`src/rtl/calc_pkg.sv`:
```
// Shared types for the calculator sequencer: FSM state encoding, key-code defaults
// and the key classifier used by the sequencer.
package calc_pkg;

    typedef enum logic [2:0] {
        ENTER_A = 3'd0,
        OP_WAIT = 3'd1,
        ENTER_B = 3'd2,
        EXEC    = 3'd3,
        CHK     = 3'd4,
        SHOW_R  = 3'd5,
        ERROR   = 3'd6
    } state_e;

    typedef enum logic [1:0] {
        KC_NONE  = 2'd0,
        KC_DIGIT = 2'd1,
        KC_OP    = 2'd2,
        KC_EQ    = 2'd3
    } key_class_e;

    localparam logic [3:0] KEY_ADD_DEF = 4'hA;
    localparam logic [3:0] KEY_SUB_DEF = 4'hB;
    localparam logic [3:0] KEY_EQ_DEF  = 4'hE;

    function automatic key_class_e key_class(input logic [3:0] code,
                                             input logic [3:0] k_add,
                                             input logic [3:0] k_sub,
                                             input logic [3:0] k_eq);
        key_class_e kc;
        if (code <= 4'd9)                       kc = KC_DIGIT;
        else if (code == k_add || code == k_sub) kc = KC_OP;
        else if (code == k_eq)                   kc = KC_EQ;
        else                                     kc = KC_NONE;
        return kc;
    endfunction

endpackage

```
`src/rtl/calc_sequencer_key_event_buf.sv`:
```
// Rising-edge detectors for the clear levels plus a one-deep key buffer.
// Flush beats push/pop; a push into a full buffer that is not being popped is dropped.
module key_event_buf (
    input  logic       clk_i,
    input  logic       reset_n_i,
    input  logic       clr_all_i,
    input  logic       clr_entry_i,
    input  logic       push_i,
    input  logic [3:0] push_code_i,
    input  logic       pop_i,
    input  logic       flush_i,
    output logic       clr_all_rise_o,
    output logic       clr_entry_rise_o,
    output logic       buf_valid_o,
    output logic [3:0] buf_code_o
);

    logic       clr_all_q;
    logic       clr_entry_q;
    logic       valid_q, valid_d;
    logic [3:0] code_q,  code_d;

    always_comb begin
        valid_d = valid_q;
        code_d  = code_q;
        if (flush_i) begin
            valid_d = 1'b0;
        end else begin
            if (pop_i) valid_d = 1'b0;
            if (push_i && (!valid_q || pop_i)) begin
                valid_d = 1'b1;
                code_d  = push_code_i;
            end
        end
    end

    // Detectors are primed with the live levels so a level held through reset is not an edge.
    always_ff @(posedge clk_i) begin
        if (!reset_n_i) begin
            clr_all_q   <= clr_all_i;
            clr_entry_q <= clr_entry_i;
            valid_q     <= 1'b0;
            code_q      <= '0;
        end else begin
            clr_all_q   <= clr_all_i;
            clr_entry_q <= clr_entry_i;
            valid_q     <= valid_d;
            code_q      <= code_d;
        end
    end

    assign clr_all_rise_o   = clr_all_i & ~clr_all_q;
    assign clr_entry_rise_o = clr_entry_i & ~clr_entry_q;
    assign buf_valid_o      = valid_q;
    assign buf_code_o       = code_q;

endmodule

```
`src/rtl/calc_sequencer.sv`:
```
// Calculator sequencer: decodes keypad events into registered ALU/input-unit control
// pulses, with operation chaining, repeat-equals, ALU latency wait and overflow lockout.
module calc_sequencer
    import calc_pkg::*;
#(
    parameter int unsigned ALU_LAT     = 2,
    parameter logic [3:0]  KEY_ADD     = KEY_ADD_DEF,
    parameter logic [3:0]  KEY_SUB     = KEY_SUB_DEF,
    parameter logic [3:0]  KEY_EQ      = KEY_EQ_DEF,
    parameter bit          HALT_ON_OVR = 1'b1
) (
    input  logic       clk,
    input  logic       reset_n,
    input  logic       key_trig,
    input  logic [3:0] key_value,
    input  logic       clr_entry,
    input  logic       clr_all,
    input  logic       ovr_in,
    output logic       load_a,
    output logic       load_b,
    output logic       load_r,
    output logic       addsub,
    output logic       a_src,
    output logic       iu_au,
    output logic       entry_clr,
    output logic       alu_clr,
    output logic       err,
    output logic       busy,
    output logic [2:0] state_dbg
);

    localparam int unsigned    CW       = $clog2(ALU_LAT + 1);
    localparam logic [CW-1:0]  CNT_INIT = CW'(ALU_LAT - 1);

    state_e        state_q, state_d;
    logic [CW-1:0] cnt_q, cnt_d;
    logic          chain_q, chain_d;
    logic          pend_q, pend_d;
    logic          load_a_q, load_a_d, load_b_q, load_b_d, load_r_q, load_r_d;
    logic          addsub_q, addsub_d, a_src_q, a_src_d, iu_au_q, iu_au_d;
    logic          entry_clr_q, entry_clr_d, alu_clr_q, alu_clr_d;
    logic          err_q, err_d, busy_q, busy_d;

    logic          clr_all_rise, clr_entry_rise, clr_any;
    logic          buf_valid;
    logic [3:0]    buf_code;
    logic          busy_st, take, kt_ok, push, pop, flush;
    logic          ev_valid;
    logic [3:0]    ev_code;
    key_class_e    ev_class;
    logic          ev_is_sub;

    key_event_buf u_kbuf (
        .clk_i            (clk),
        .reset_n_i        (reset_n),
        .clr_all_i        (clr_all),
        .clr_entry_i      (clr_entry),
        .push_i           (push),
        .push_code_i      (key_value),
        .pop_i            (pop),
        .flush_i          (flush),
        .clr_all_rise_o   (clr_all_rise),
        .clr_entry_rise_o (clr_entry_rise),
        .buf_valid_o      (buf_valid),
        .buf_code_o       (buf_code)
    );

    // A buffered key outranks a fresh one; the fresh key then takes its buffer slot.
    always_comb begin
        busy_st   = (state_q == EXEC) || (state_q == CHK);
        clr_any   = clr_all_rise || clr_entry_rise;
        kt_ok     = key_trig && (key_class(key_value, KEY_ADD, KEY_SUB, KEY_EQ) != KC_NONE);
        take      = !busy_st && (state_q != ERROR) && !clr_any;
        push      = kt_ok && !clr_any && (busy_st || (take && buf_valid));
        pop       = take && buf_valid;
        flush     = clr_any || (state_q == ERROR);
        ev_valid  = take && (buf_valid || kt_ok);
        ev_code   = buf_valid ? buf_code : key_value;
        ev_class  = ev_valid ? key_class(ev_code, KEY_ADD, KEY_SUB, KEY_EQ) : KC_NONE;
        ev_is_sub = (ev_code == KEY_SUB);
    end

    always_comb begin
        state_d     = state_q;
        cnt_d       = cnt_q;
        chain_d     = chain_q;
        pend_d      = pend_q;
        load_a_d    = 1'b0;
        load_b_d    = 1'b0;
        load_r_d    = 1'b0;
        entry_clr_d = 1'b0;
        alu_clr_d   = 1'b0;
        addsub_d    = addsub_q;
        a_src_d     = a_src_q;
        iu_au_d     = iu_au_q;
        err_d       = err_q;

        if (clr_all_rise) begin
            entry_clr_d = 1'b1;
            alu_clr_d   = 1'b1;
            err_d       = 1'b0;
            iu_au_d     = 1'b0;
            addsub_d    = 1'b0;
            a_src_d     = 1'b0;
            chain_d     = 1'b0;
            state_d     = ENTER_A;
        end else if (clr_entry_rise && !busy_st && state_q != ERROR) begin
            entry_clr_d = 1'b1;
            if (state_q == ENTER_B) begin
                state_d = OP_WAIT;
            end else if (state_q == SHOW_R) begin
                iu_au_d = 1'b0;
                state_d = ENTER_A;
            end
        end else begin
            case (state_q)
                ENTER_A: if (ev_class == KC_OP) begin
                    load_a_d    = 1'b1;
                    a_src_d     = 1'b0;
                    addsub_d    = ev_is_sub;
                    entry_clr_d = 1'b1;
                    state_d     = OP_WAIT;
                end
                OP_WAIT: begin
                    if (ev_class == KC_DIGIT) begin
                        iu_au_d = 1'b0;
                        state_d = ENTER_B;
                    end else if (ev_class == KC_OP) begin
                        addsub_d = ev_is_sub;
                    end
                end
                ENTER_B: if (ev_class == KC_OP || ev_class == KC_EQ) begin
                    load_b_d = 1'b1;
                    chain_d  = (ev_class == KC_OP);
                    if (ev_class == KC_OP) pend_d = ev_is_sub;
                    cnt_d    = CNT_INIT;
                    state_d  = EXEC;
                end
                // load_r goes out once the count expires; CHK follows so ovr_in is valid there.
                EXEC: begin
                    if (cnt_q != '0)    cnt_d    = cnt_q - 1'b1;
                    else if (!load_r_q) load_r_d = 1'b1;
                    else                state_d  = CHK;
                end
                CHK: begin
                    iu_au_d = 1'b1;
                    if (ovr_in && HALT_ON_OVR) begin
                        err_d   = 1'b1;
                        state_d = ERROR;
                    end else if (chain_q) begin
                        load_a_d    = 1'b1;
                        a_src_d     = 1'b1;
                        addsub_d    = pend_q;
                        entry_clr_d = 1'b1;
                        state_d     = OP_WAIT;
                    end else begin
                        state_d = SHOW_R;
                    end
                end
                SHOW_R: begin
                    if (ev_class == KC_DIGIT) begin
                        iu_au_d = 1'b0;
                        state_d = ENTER_A;
                    end else if (ev_class == KC_OP) begin
                        load_a_d    = 1'b1;
                        a_src_d     = 1'b1;
                        addsub_d    = ev_is_sub;
                        entry_clr_d = 1'b1;
                        state_d     = OP_WAIT;
                    end else if (ev_class == KC_EQ) begin
                        load_a_d = 1'b1;
                        a_src_d  = 1'b1;
                        chain_d  = 1'b0;
                        cnt_d    = CNT_INIT;
                        state_d  = EXEC;
                    end
                end
                default: ;
            endcase
        end

        busy_d = (state_d == EXEC) || (state_d == CHK);
    end

    always_ff @(posedge clk) begin
        if (!reset_n) begin
            state_q     <= ENTER_A;
            cnt_q       <= '0;
            chain_q     <= 1'b0;
            pend_q      <= 1'b0;
            load_a_q    <= 1'b0;
            load_b_q    <= 1'b0;
            load_r_q    <= 1'b0;
            addsub_q    <= 1'b0;
            a_src_q     <= 1'b0;
            iu_au_q     <= 1'b0;
            entry_clr_q <= 1'b0;
            alu_clr_q   <= 1'b0;
            err_q       <= 1'b0;
            busy_q      <= 1'b0;
        end else begin
            state_q     <= state_d;
            cnt_q       <= cnt_d;
            chain_q     <= chain_d;
            pend_q      <= pend_d;
            load_a_q    <= load_a_d;
            load_b_q    <= load_b_d;
            load_r_q    <= load_r_d;
            addsub_q    <= addsub_d;
            a_src_q     <= a_src_d;
            iu_au_q     <= iu_au_d;
            entry_clr_q <= entry_clr_d;
            alu_clr_q   <= alu_clr_d;
            err_q       <= err_d;
            busy_q      <= busy_d;
        end
    end

    assign load_a    = load_a_q;
    assign load_b    = load_b_q;
    assign load_r    = load_r_q;
    assign addsub    = addsub_q;
    assign a_src     = a_src_q;
    assign iu_au     = iu_au_q;
    assign entry_clr = entry_clr_q;
    assign alu_clr   = alu_clr_q;
    assign err       = err_q;
    assign busy      = busy_q;
    assign state_dbg = state_q;

endmodule

```
`config.mk`:
```
export PLATFORM = sky130hd
export DESIGN_NAME = calc_sequencer
export DESIGN_NICKNAME = d
export VERILOG_FILES = /design/src/rtl/calc_pkg.sv /design/src/rtl/calc_sequencer_key_event_buf.sv /design/src/rtl/calc_sequencer.sv
export SDC_FILE = /design/constraint.sdc
export NUM_CORES = 1
export LEC_CHECK = 0
export BUFFER_PORTS_ARGS = -buffer_cell sky130_fd_sc_hd__buf_4
export CORE_ASPECT_RATIO = 1.25
export CORE_MARGIN = 4
export CORE_UTILIZATION = 59
export CTS_CLUSTER_SIZE = 12
export DETAILED_ROUTE_END_ITERATION = 7
export GPL_TIMING_DRIVEN = 0
export MAX_ROUTING_LAYER = met4
export PLACE_DENSITY = 0.83
export SLEW_MARGIN = 15
export SYNTH_ARGS = -nofsm -noshare
export SYNTH_HDL_FRONTEND = slang
export SYNTH_SLANG_ARGS = --single-unit
```
`constraint.sdc`:
```
create_clock -name clk -period 2.9 [get_ports clk]
set_input_delay 0.435 -clock clk [delete_from_list [all_inputs] [get_ports clk]]
set_output_delay 0.435 -clock clk [all_outputs]
set_load 0.01 [all_outputs]
```
Yosys cells after proc, flatten, opt, wreduce, memory -nomap -nowiden
Cells that the tools add are included.

storage, ports and cells
  register bits after elaboration = 24
  input bits = 10
  output and inout port bits = 13
  word-level logic and storage cells = 175

operators by class
  add/sub/neg operators = 1
  order comparisons = 2
  equality and inequality tests = 31
  multiplexer cells = 67
  bitwise gates (word level) = 10
  reductions and logical operators = 46

operators with widths
  operator                                                number
  2-to-1 mux 3 bit                                        14
  2-to-1 mux 1 bit                                        32
  equality test 4 bit (second input constant)             6
  2-to-1 mux 2 bit                                        12
  case mux 3 bit (6 select lines)                         1
  inequality test 2 bit (second input constant)           7
  equality test 3 bit (second input constant)             4
  case mux 1 bit (3 select lines)                         4
  nonzero test 3 bit                                      4
  logical AND 1 bit                                       10
  logical OR 1 bit                                        10
  AND reduction 5 bit                                     2
  equality test 3 x 2 -> 1 bit (second input constant)    3
  <= comparator 4 bit (second input constant)             2
  inequality test 2 x 1 -> 1 bit (second input constant)  4
  NOT 1 bit                                               8
  AND reduction 8 bit                                     1
  nonzero test 2 bit                                      4
  AND reduction 7 bit                                     1
  inequality test 3 x 1 -> 1 bit (second input constant)  2
  case mux 2 bit (3 select lines)                         1
  AND reduction 6 bit                                     1
  OR reduction 2 bit                                      3
  OR reduction 5 bit                                      1
  other kinds (15)                                        20

Logic depth before layout (Yosys ltp)
  word-level depth = 18
  mapped depth = 8
  depth with buffers taken out = 8

Modules after synthesis
A second synthesis with hierarchy kept.

unflattened totals
  cell total of the unflattened synthesis = 190
  area total of the unflattened synthesis = 1575.3 um2

modules (own cells, without submodules)
  module          times used  cells each  area an instance (um2)  seq. area each (um2)
  calc_sequencer  1           164         1305.0                  340.3
  key_event_buf   1           26          270.3                   140.1

Worst setup path after synthesis
OpenSTA, ideal clock, no wires.

  kind = input -> register
  from = input clr_entry
  to = register busy_q, in the netlist busy
  library setup time = 0.070 ns
  arrival = 1.953 ns
  required time = 2.830 ns
  slack = 0.877 ns
  stages on the path = 8
  buffers on the path = 1
  cell sequence = nand2b_1 > clkbuf_1 > nand4_2 > a211oi_4 > nand3_2 > a41o_1 > or3_1 > a21oi_1

between the ends
  word-level cells in the longest chain between the ends = 15
  elaborated cells between the ends (all ways) = 24
  classes of those cells = eq/ne (5); mux (10); bitwise (1); reduce/logical (8)

ends and longest elaborated chain
  what                                                                        RTL line                                      text
  start, declared                                                             calc_sequencer.sv:16                          input logic clr_entry,
  bitwise AND 1 bit (*)                                                       calc_sequencer_key_event_buf.sv:53            assign clr_entry_rise_o = clr_entry_i & ~clr_entry_q;
  logical OR 1 bit                                                            calc_sequencer.sv:71                          clr_any = clr_all_rise || clr_entry_rise;
  zero test 1 bit                                                             calc_sequencer.sv:73                          take = !busy_st && (state_q != ERROR) && !clr_any;
  logical AND 1 bit                                                           calc_sequencer.sv:73
  logical AND 1 bit                                                           calc_sequencer.sv:77                          ev_valid = take && (buf_valid || kt_ok);
  2-to-1 mux 2 bit                                                            calc_sequencer.sv:79                          ev_class = ev_valid ? key_class(ev_code, KEY_ADD, KEY_SUB, KEY_EQ) : KC_NONE;
  equality test 2 bit                                                         calc_sequencer.sv:132, calc_sequencer.sv:170
  2-to-1 mux 3 bit                                                            calc_sequencer.sv:170                         end else if (ev_class == KC_EQ) begin
  2-to-1 mux 3 bit                                                            calc_sequencer.sv:164                         end else if (ev_class == KC_OP) begin
  2-to-1 mux 3 bit                                                            calc_sequencer.sv:161                         if (ev_class == KC_DIGIT) begin
  case mux 3 bit (6 select lines)                                             calc_sequencer.sv:116                         case (state_q)
  2-to-1 mux 3 bit (*)                                                        calc_sequencer.sv:107                         end else if (clr_entry_rise && !busy_st && state_q != ERROR) begin
  2-to-1 mux 3 bit (*)                                                        calc_sequencer.sv:98                          if (clr_all_rise) begin
  equality test 3 x 2 -> 1 bit / equality test 3 bit (equally long branches)  calc_sequencer.sv:182                         busy_d = (state_d == EXEC) || (state_d == CHK);
  logical OR 1 bit (*)                                                        calc_sequencer.sv:182
  end signal, assigned                                                        calc_sequencer.sv:215                         busy_q <= busy_d;
  end, declared                                                               calc_sequencer.sv:42                          logic err_q, err_d, busy_q, busy_d;

Mark *: on every way between the ends. The rest lies on a longest branch, timed or not.
A chain may end at the register's enable or synchronous reset.

Final worst setup path
  from = register state_q[0], in the netlist state_dbg[0]
  to = register pend_q

between the ends
  word-level cells in the longest chain between the ends = 10
  elaborated cells between the ends (all ways) = 17
  classes of those cells = eq/ne (6); mux (1); bitwise (1); reduce/logical (9)

ends and longest elaborated chain
  what                                                                        RTL line                                      text
  start, declared                                                             calc_sequencer.sv:35                          state_e state_q, state_d;
  start signal, assigned                                                      calc_sequencer.sv:202                         state_q <= state_d;
  equality test 3 x 2 -> 1 bit / equality test 3 bit (equally long branches)  calc_sequencer.sv:70                          busy_st = (state_q == EXEC) || (state_q == CHK);
  logical OR 1 bit                                                            calc_sequencer.sv:70
  zero test 1 bit                                                             calc_sequencer.sv:73, calc_sequencer.sv:107
  logical AND 1 bit (2 in a row)                                              calc_sequencer.sv:73
  logical AND 1 bit                                                           calc_sequencer.sv:77
  2-to-1 mux 2 bit                                                            calc_sequencer.sv:79
  equality test 2 bit (on tied branches)                                      calc_sequencer.sv:132, calc_sequencer.sv:135
  logical OR 1 bit                                                            calc_sequencer.sv:132                         ENTER_B: if (ev_class == KC_OP || ev_class == KC_EQ) begin
  AND reduction 5 bit (no source line) (*)                                    -
  end signal, assigned                                                        calc_sequencer.sv:205                         pend_q <= pend_d;
  end, declared                                                               calc_sequencer.sv:38                          logic pend_q, pend_d;

Marks and branches as above.

==> results.cfg <==
[synth]
yosysSeqAreaShare_pct = 33.8
synth_fp_nets = 194
synth_cells = 183
synth.avg_cell_area_sq_um = 7.77
synth.distinct_cells = 43
synthFlopType = dfxtp_1
synth_edf_count = 0
ys_ff_latch = 24
synth_area_sq_um = 1420
yosys_warnings = 0
synthArstFlopShare_pct = 0

[final_layout]
final_nets = 221
diodes = 0
final_cell_count_no_fill = 240
synthToLayoutAreaGrowth_pct = 18.0
largest_register_ffs = 4
layout-drive-gt1-share_pct = 17.2

[cts]
htreeDepth = 1
cts.sinks = 24
cts_hold_buf = 0
cts_resized = 0
clockBufferDepth = 2
numCtsBuffers = 3
clk_pin_slew_ns = 0.13
clock_latency_ns = 0.33
root_buffer = clkbuf_4
postCtsSetupBuffers = 0
cts_tree = built

[placed_design]
gp_congestion = 0.938
io_buffers = 22
post-dp-hpwl_mm = 2.76
dp.cells = 236

[power_and_ir_drop]
leakagePower_nw = 0.632
peakVddDrop_mv = 0.502
p_per_area_nw_per_um2 = 489

[critical_path]
cp_max_fo = 10
critPathKind = flop to flop
crit_buf_inv = 1
cpPeakStageDelay_ns = 0.42
worst_path_max_delay_cell = a211oi_4
worstPathCellList = buf_2, nand2b_1, nand4_2, a211oi_4, nand3_1, nor3_1, mux2i_1, nor2_1
reg2reg_depth = 8
crit_family = simple AND/OR/NAND/NOR gates
worstPathArrival_ns = 2.62
cp-start-kind = flop
crit_cells = 8
crit_required_ns = 3.14
endpoint_kind = flop

[die]
io_pins = 23
die_w_microns = 51.9
die_area_sq_um = 3260
start_util_pct = 62.9
num_rows = 19
coreArea_sq_um = 2260
die_y_microns = 62.9

[flow_run]
maxCapViolCount = 0

[run_status]
status = finished clean

[detailed_routing]
postRouteAntennaNets = 0
viasPerCell = 6.11
met1Wirelength_mm = 1.44
dr.pass1.iters = 4
avgRoutedWirePerCell_microns = 14.6
dr_wl_met3_microns = 241
top_layer = met4
drc = 0
drtIter0Drc = 44
via_count = 1467
wl_met2_mm = 1.66
wl_mm = 3.49

[global_routing]
grt_max_degree = 15
grt_first_pass_wirelength_mm = 5.77
antenna_found_initial = 0
grt_pass1_vias = 1329
grt_usage_pct = 23.6
grt_overflow = 0

[sta]
finalSetupViolations = 0
whs_ns = 0.208
final_hold_viol_count = 0
fin_crit_ns = 2.39
finalClockSkew_ns = 0.00101
fin_setup_tns_ns = 0
max_slew.worst_pin.slew_ns = 0.490
relSlewSlack_pct = 67.1
clock.fmax_mhz = 419
timing.final.crit_share_pct = 82.3
rsz0062_at_grt = false
slew_viol_final = 0

[worst_hold_path]
whs_path_depth = 1
hold_class = input port to flop
[routing by layer]
metal / GRT usage [%] / up-vias
met1: 26.5 / 678
met3: 3.10 / 15
met5: - / -
li1: - / 712
met4: 14.1 / 0
met2: 38.5 / 62
[worst reg2reg max path: cells and delay by family (launching register included)]
kind                   cells  cell delay [ns]
and+or+nand+nor            5             1.08
AOI/OAI and AO/OA          1             0.42
DFF                        1             0.35
muxes                      1             0.24
buffers and inverters      1             0.19
[area by class of cell]
class                   count  area, sq um
clock inverters             1         30.0
multi-input cells         142          873
fillers                   187          581
flip-flops and latches     24          480
plain buffers               9         37.5
clock buffers               3         22.5
repair buffers             22          165
inverters                   8         30.0
well taps                  31         38.8
[placed cells by master, fill, tap and decap left out, types with 2 or more instances in the layout]
master	count
a211oi_1	3
buf_4	22
nor2_1	22
inv_1	7
nand3_1	5
dfxtp_1	24
o22ai_1	3
nand2b_1	4
a21oi_1	14
o221ai_1	2
o21a_1	2
or3_1	2
clkbuf_4	3
a22oi_1	3
o21ai_0	11
nor2b_1	10
clkbuf_1	5
buf_2	3
and3_1	3
a31oi_1	2
nor4_1	3
a221o_1	2
nand2_1	20
mux2i_1	7
nor3_1	3
nand3b_1	4
[cells by family (layout without fill, tap and decap cells)]
logic type               after synthesis  after routing  synth area share (%)
AND/OR/NAND/NOR                       80             80                  28.3
flip-flops                            24             24                  33.8
buffers and inverters                 17             43                  4.75
adder cells (fa/ha/maj)                1              1                 0.880
multiplexers                           8              8                  5.72
AO/OA/AOI/OAI                         53             53                  26.5
[final timing paths]
| kind | to | slack (ns) | from |
|---|---|---|---|
| worst min register to register | load_r | 0.46 | load_r |
| worst max-delay path | pend_q | 0.51 | state_dbg[0] |
| worst max register to register | pend_q | 0.51 | state_dbg[0] |
| worst min-delay path | u_kbuf.clr_entry_q | 0.21 | clr_entry |
[report_power, final]
part / switching [mW] / internal, mW / total [mW]
Clock: 0.109 / 0.140 / 0.249
Combinational: 0.130 / 0.0893 / 0.219
Sequential: 0.00775 / 0.345 / 0.353
Total: 0.247 / 0.574 / 0.821
[Yosys cell counts (2+ instances only)]
| master | instances | area, sq um |
|---|---|---|
| dfxtp_1 | 24 | 480 |
| nor2_1 | 22 | 82.6 |
| nand2_1 | 20 | 75.1 |
| a21oi_1 | 14 | 70.1 |
| o21ai_0 | 11 | 55.1 |
| nor2b_1 | 10 | 62.6 |
| inv_1 | 7 | 26.3 |
| mux2i_1 | 7 | 70.1 |
| clkbuf_1 | 5 | 18.8 |
| nand3_1 | 5 | 25.0 |
| nand2b_1 | 4 | 25.0 |
| nand3b_1 | 4 | 30.0 |
| a211oi_1 | 3 | 22.5 |
| a22oi_1 | 3 | 22.5 |
| and3_1 | 3 | 18.8 |
| buf_2 | 3 | 15.0 |
| nor3_1 | 3 | 15.0 |
| nor4_1 | 3 | 18.8 |
| o22ai_1 | 3 | 18.8 |
| a221o_1 | 2 | 20.0 |
| a31oi_1 | 2 | 12.5 |
| o21a_1 | 2 | 15.0 |
| o221ai_1 | 2 | 17.5 |
| or3_1 | 2 | 12.5 |
[metrics by stage]
| step | power [mW] | worst slack, ns | area [sq um] | util (%) |
|---|---|---|---|---|
| 3_5_place_dp | 0.577 | 0.373 | 1630 | 72.0 |
| 4_1_cts | 0.822 | 0.538 | 1680 | 74.3 |
| 3_3_place_gp | 0.574 | 0.367 | 1630 | 72.0 |
| 2_1_floorplan | 0.513 | 0.877 | 1420 | - |
| 6_report | 0.821 | 0.515 | 1680 | 74.3 |
| 5_1_grt | 0.861 | 0.324 | 1680 | 74.3 |
No activity file was read; power rests on OpenSTA's default activity.
